$ cat src/rtl/led_seq_pkg.sv
// Shared mode encodings and start patterns for the LED pattern sequencer.
package led_seq_pkg;

  localparam logic [1:0] MODE_OFF   = 2'd0;
  localparam logic [1:0] MODE_COUNT = 2'd1;
  localparam logic [1:0] MODE_SCAN  = 2'd2;
  localparam logic [1:0] MODE_BLINK = 2'd3;

  localparam logic [7:0] PAT_OFF   = 8'h00;
  localparam logic [7:0] PAT_SCAN  = 8'h01;
  localparam logic [7:0] PAT_BLINK = 8'hFF;

  function automatic logic [7:0] start_pattern(input logic [1:0] m);
    case (m)
      MODE_SCAN:  start_pattern = PAT_SCAN;
      MODE_BLINK: start_pattern = PAT_BLINK;
      default:    start_pattern = PAT_OFF;
    endcase
  endfunction

endpackage

$ cat src/rtl/led_sequencer_if.sv
// Valid/ready mode-command channel between host logic and the LED sequencer.
interface led_sequencer_if;
  logic       cmd_valid;
  logic [1:0] cmd_mode;
  logic       cmd_ready;

  modport master (output cmd_valid, output cmd_mode, input cmd_ready);
  modport slave  (input cmd_valid, input cmd_mode, output cmd_ready);
endinterface

$ cat src/rtl/led_sequencer_tick_prescaler.sv
// Wrap counter 0..TICK_DIV-1 producing a step strobe gated by pause.
module tick_prescaler #(
  parameter int TICK_DIV = 1048576
) (
  input  logic sys_clk,
  input  logic sys_rst_n,
  input  logic pause,
  output logic tick
);

  localparam int CNT_W = (TICK_DIV > 2) ? $clog2(TICK_DIV) : 1;
  localparam logic [CNT_W-1:0] LAST = CNT_W'(TICK_DIV - 1);

  logic [CNT_W-1:0] r_cnt;
  logic             w_at_last;

  assign w_at_last = (r_cnt == LAST);
  assign tick      = w_at_last & ~pause;

  always_ff @(posedge sys_clk) begin
    if (!sys_rst_n) begin
      r_cnt <= '0;
    end else if (!pause) begin
      r_cnt <= w_at_last ? '0 : r_cnt + 1'b1;
    end
  end

endmodule

$ cat src/rtl/led_sequencer.sv
// LED bank pattern controller: mode commands are held pending and applied on a step boundary.
module led_sequencer
  import led_seq_pkg::*;
#(
  parameter int TICK_DIV = 1048576,
  parameter int NLED     = 8
) (
  input  logic              sys_clk,
  input  logic              sys_rst_n,
  led_sequencer_if.slave    cmd,
  input  logic              pause,
  output logic [NLED-1:0]   leds,
  output logic [1:0]        mode,
  output logic              step_tick
);

  logic [7:0] r_leds;
  logic [1:0] r_mode;
  logic [1:0] r_pend_mode;
  logic       r_pending;
  logic [7:0] r_count;
  logic [2:0] r_pos;
  logic       r_dir_up;
  logic       r_phase;
  logic       w_tick;
  logic       w_accept;
  logic [2:0] w_pos_nxt;

  tick_prescaler #(.TICK_DIV(TICK_DIV)) u_prescaler (
    .sys_clk   (sys_clk),
    .sys_rst_n (sys_rst_n),
    .pause     (pause),
    .tick      (w_tick)
  );

  assign step_tick     = w_tick;
  assign cmd.cmd_ready = ~r_pending;
  assign w_accept      = cmd.cmd_valid & ~r_pending;
  assign leds          = r_leds;
  assign mode          = r_mode;

  // Scan bounces: each end position is shown once before the direction reverses.
  assign w_pos_nxt = r_dir_up ? r_pos + 3'd1 : r_pos - 3'd1;

  always_ff @(posedge sys_clk) begin
    if (!sys_rst_n) begin
      r_leds      <= PAT_OFF;
      r_mode      <= MODE_OFF;
      r_pend_mode <= MODE_OFF;
      r_pending   <= 1'b0;
      r_count     <= 8'h00;
      r_pos       <= 3'd0;
      r_dir_up    <= 1'b1;
      r_phase     <= 1'b0;
    end else begin
      if (w_tick && r_pending) begin
        r_mode    <= r_pend_mode;
        r_pending <= 1'b0;
        r_count   <= 8'h00;
        r_pos     <= 3'd0;
        r_dir_up  <= 1'b1;
        r_phase   <= 1'b0;
        r_leds    <= start_pattern(r_pend_mode);
      end else if (w_tick) begin
        case (r_mode)
          MODE_COUNT: begin
            r_count <= r_count + 8'd1;
            r_leds  <= r_count + 8'd1;
          end
          MODE_SCAN: begin
            r_pos  <= w_pos_nxt;
            r_leds <= 8'(1) << w_pos_nxt;
            if (w_pos_nxt == 3'd7)      r_dir_up <= 1'b0;
            else if (w_pos_nxt == 3'd0) r_dir_up <= 1'b1;
          end
          MODE_BLINK: begin
            r_phase <= ~r_phase;
            r_leds  <= r_phase ? PAT_BLINK : 8'h00;
          end
          default: r_leds <= PAT_OFF;
        endcase
      end
      // A command accepted on a tick edge waits for the next tick (pending was 0 above).
      if (w_accept) begin
        r_pend_mode <= cmd.cmd_mode;
        r_pending   <= 1'b1;
      end
    end
  end

endmodule

$ cat src/flat_wrapper.sv
// flat-port wrapper written by rule: the top's interface ports become plain ports
module led_sequencer_flat import led_seq_pkg::*;
#(
  parameter int TICK_DIV = 1048576,
  parameter int NLED     = 8
)
  (sys_clk, sys_rst_n, pause, leds, mode, step_tick, cmd_cmd_valid, cmd_cmd_mode, cmd_cmd_ready);
  led_sequencer_if cmd_i ();
  input  logic sys_clk;
  input  logic sys_rst_n;
  input  logic pause;
  output logic [NLED-1:0] leds;
  output logic [1:0] mode;
  output logic step_tick;
  input wire logic [$bits(cmd_i.cmd_valid)-1:0] cmd_cmd_valid;
  input wire logic [$bits(cmd_i.cmd_mode)-1:0] cmd_cmd_mode;
  output wire logic [$bits(cmd_i.cmd_ready)-1:0] cmd_cmd_ready;
  assign cmd_i.cmd_valid = cmd_cmd_valid;
  assign cmd_i.cmd_mode = cmd_cmd_mode;
  assign cmd_cmd_ready = cmd_i.cmd_ready;
  led_sequencer #(.TICK_DIV(TICK_DIV), .NLED(NLED)) u_core (.sys_clk(sys_clk), .sys_rst_n(sys_rst_n), .cmd(cmd_i), .pause(pause), .leds(leds), .mode(mode), .step_tick(step_tick));
endmodule
$ cat config.mk
export PLATFORM = sky130hd
export DESIGN_NAME = led_sequencer_flat
export DESIGN_NICKNAME = d
export VERILOG_FILES = /design/src/rtl/led_seq_pkg.sv /design/src/rtl/led_sequencer_if.sv /design/src/rtl/led_sequencer_tick_prescaler.sv /design/src/rtl/led_sequencer.sv /design/src/flat_wrapper.sv
export SDC_FILE = /design/constraint.sdc
export NUM_CORES = 1
export LEC_CHECK = 0
export BUFFER_PORTS_ARGS = -buffer_cell sky130_fd_sc_hd__buf_4
export CAP_MARGIN = 5
export CORE_MARGIN = 2
export CORE_UTILIZATION = 66
export CTS_BUF_LIST = sky130_fd_sc_hd__clkbuf_8
export CTS_CLUSTER_DIAMETER = 60
export DETAILED_ROUTE_END_ITERATION = 16
export GPL_TIMING_DRIVEN = 0
export PLACE_DENSITY = 0.83
export RECOVER_POWER = 100
export SYNTH_ARGS = -nofsm -noshare
export SYNTH_HDL_FRONTEND = slang
export SYNTH_SLANG_ARGS = --single-unit
$ cat constraint.sdc
create_clock -name sys_clk -period 3.2 [get_ports sys_clk]
set_input_delay 0.32 -clock sys_clk [delete_from_list [all_inputs] [get_ports sys_clk]]
set_output_delay 0.32 -clock sys_clk [all_outputs]
set_load 0.02 [all_outputs]
==> metrics <==
overall routing resource usage 0.294; y dimension of the die 65.1 um; main flop type after synthesis dfxtp_1; sequential fraction of the synthesis area 0.374; mux cell area share after synthesis 0.0244; MaxCap Viol Count 0; Critical Path Start Type register; shortest clock period the worst path allows after layout between 2 and 3 ns; commonest non-fill, non-tap cell in the layout dfxtp_1; fraction of the mapped netlist area in compound gates 0.0954; crit path cell chain ha_1, nor2b_1, nand4_1, or2_2, clkbuf_1, inv_1, buf_4; unrepaired setup endpoints after global routing no; number of H-tree levels 2; fraction of synthesized cell area in xor and xnor cells 0.124; HPWL after detailed placement ~4.1 mm; Least-Margin Pin Slew roughly 0.72 ns; required time at the endpoint of the critical path 2.88 ns; commonest non-fill, non-tap cells in the layout dfxtp_1, nor2_1, nand2_1; number of rows in the core area 22; Final Routed Wirelength around 5.7 mm; TritonCTS clock tree done; number of antenna violations at the first check in global routing 0; sw frac 0.223; average routed wire per standard cell ~16 um; pin count of the biggest net entering global routing 16; distinct cell type count after synthesis 51; Detail Route Antenna Nets 0; antenna fix cells 0; floorplan die width approximately 65 um; main combinational cell family by area after synthesis simple AND/OR/NAND/NOR gates; count of yosys warnings during synthesis 0; buffer levels on the longest clock path 2; Worst slew margin 0.515; count of unresolved DRC violations after routing 0; number of synthesized register bits 46; synthesized area per cell roughly 8.5 um^2; result of the run finished clean; Max Clock Skew 0.00814 ns; Clk network pwr share 0.415; clock sink count 46; Static Leak approximately 0.95 nW; Reg power frac 0.548; clock root buffer master clkbuf_8; area fraction in and, or, nand and nor cells after synthesis 0.294; post-synthesis cell count around 290; EDFF count, synth 0; post-cts resize count 0; post-route fraction of the period consumed by the critical path 0.899; vias in the first global route a little over 2k; reg-to-reg setup timing slack around 0.38 ns; layout cell share with drive strength beyond 1 0.0730; Num CTS Buffers 5; clock latency on the worst-skew pair between 0.3 and 0.4 ns; Final nets approximately 330; largest stage delay on the critical path about 0.4 ns; crit path max fanout 9; fraction of synthesis flops using an asynchronous set or reset pin 0; arithmetic-cell share of the synthesized area counting full adders, half adders and majority gates 0.0437; buffer and inverter count on the worst path 3; net switching power between 200 and 250 uW; Achievable Freq ~350 MHz; drt initial violations around 270; Setup violations, final 0; kind of critical path register to output port; net count after synthesis ~310; area grow syn2layout 8.58%; gp weighted congestion ~0.91; IO buf count 16; IR drop worst, VDD 342 uV; post-layout power roughly 1.1 mW; crit path DAT around 2.6 ns; die footprint about 0.0042 mm^2; number of top-level pins 18; vias after detailed routing 2167; number of hold-repair buffers added at the cts stage 0; category of cells accounting for the largest share of critical-path delay simple AND/OR/NAND/NOR gates; GR Overflow Total 0; cell-internal power slightly above 800 uW; nature of the critical path endpoint output port; class of the worst hold path primary input to register; standard cell core area 0.00363 mm^2; cell at the slowest stage of the critical path dfxtp_1; number of failing hold endpoints at the final stage 0; starting density of the core 0.678; buffers inserted during post-CTS setup optimization 0; DRT Pass-1 Iters 6; synthesized area roughly 0.0025 mm^2; count of fill cells added during filler insertion 299; pins over their slew limit 0; setup TNS after final layout 0 ns; clock-pin slew on the worst setup and hold paths 0.09 ns; via/cell ratio around 6.0; part of the power in combinational logic 0.037; global-route wire length before repair ~9.6 mm; Power Density about 400 mW/mm^2
[area by class of cell]
| class | count | area (um^2) | area share |
|---|---|---|---|
| Timing Repair Buffer | 16 | 78.8 | 0.0295 |
| Buffer | 13 | 58.8 | 0.0220 |
| Sequential cell | 46 | 921 | 0.344 |
| Clock buffer | 5 | 68.8 | 0.0257 |
| Inverter | 8 | 30.0 | 0.0112 |
| Multi-Input combinational cell | 224 | 1410 | 0.528 |
| Tap cell | 48 | 60.1 | 0.0224 |
| Clock inverter | 3 | 45.0 | 0.0168 |
[Yosys cell counts (all sizes together), types with 4 or more instances]
cell	n	area, um^2
ha	7	87.6
nor3	10	55.1
nand4	7	50.1
nor4	4	25.0
and3	6	40.0
nand3	16	80.1
and2	4	25.0
nor2b	7	43.8
a21oi	7	35.0
or3	4	25.0
buf	7	56.3
a31oi	5	31.3
inv	8	30.0
clkbuf	6	22.5
o21ai	11	55.1
nand2	28	113
xnor2	21	184
dfxtp	46	921
nor2	39	146
mux2i	6	60.1
xor2	14	123
[logic make-up after synthesis]
group	count (synthesis)
compound gates	37
buf+inv	21
fa+ha+maj	8
flops	46
simple gates	138
xor+xnor	35
mux	6
[worst min-delay path, cell delays in order]
cell and delay (ns):
buf_4 0.09, nor2_1 0.03, nor2_1 0.06
[final timing paths]
| kind | from | to | cells after the start |
|---|---|---|---|
| worst max register to register | u_core.u_prescaler.r_cnt[0] | u_core.r_pos[2] | 7 |
| worst max-delay path | u_core.u_prescaler.r_cnt[0] | step_tick | 7 |
| worst min register to register | u_core.leds[4] | u_core.leds[4] | 2 |
| worst min-delay path | cmd_cmd_valid | u_core.r_pending | 3 |
[state kept, by name (all words and copies together) (netlist names)]
| register | flops |
|---|---|
| u_core.u_prescaler.r_cnt | 20 |
| u_core.leds | 8 |
| u_core.r_pending | 1 |
| u_core.r_dir_up | 1 |
| u_core.r_count | 8 |
| u_core.r_phase | 1 |
| u_core.r_pend_mode | 2 |
| u_core.mode | 2 |
| u_core.r_pos | 3 |
[per-stage QoR]
stage / cell area, um^2 / cells / setup slack [ns] / hold slack, ns / util
5_1_grt: 2680 / 363 / 0.126 / 0.281 / 0.737
4_1_cts: 2760 / 363 / 0.440 / 0.243 / 0.759
6_report: 2680 / 363 / 0.324 / 0.244 / 0.737
3_3_place_gp: 2650 / 355 / 0.771 / 0.454 / 0.728
3_5_place_dp: 2650 / 355 / 0.715 / 0.462 / 0.728
2_1_floorplan: 2460 / 291 / 1.10 / 0.436 / -
[per-layer routing]
metal	vias to the layer above	part of all wire	GRT usage
li1	1051	-	-
met1	1000	0.46	0.424
met2	97	0.44	0.457
met3	19	0.075	0.0582
met4	0	0.020	0.0677
met5	-	0	0
[power by group through the flow]
stage               clock network (mW)  logic (mW)  registers [mW]
finish                           0.440      0.0390           0.581
global route                     0.466      0.0434           0.582
global placement                     0      0.0417           0.594
floorplan                            0      0.0285           0.593
detailed placement                   0      0.0428           0.594
CTS                              0.443      0.0430           0.581
Power figures use the tool's default switching activity.
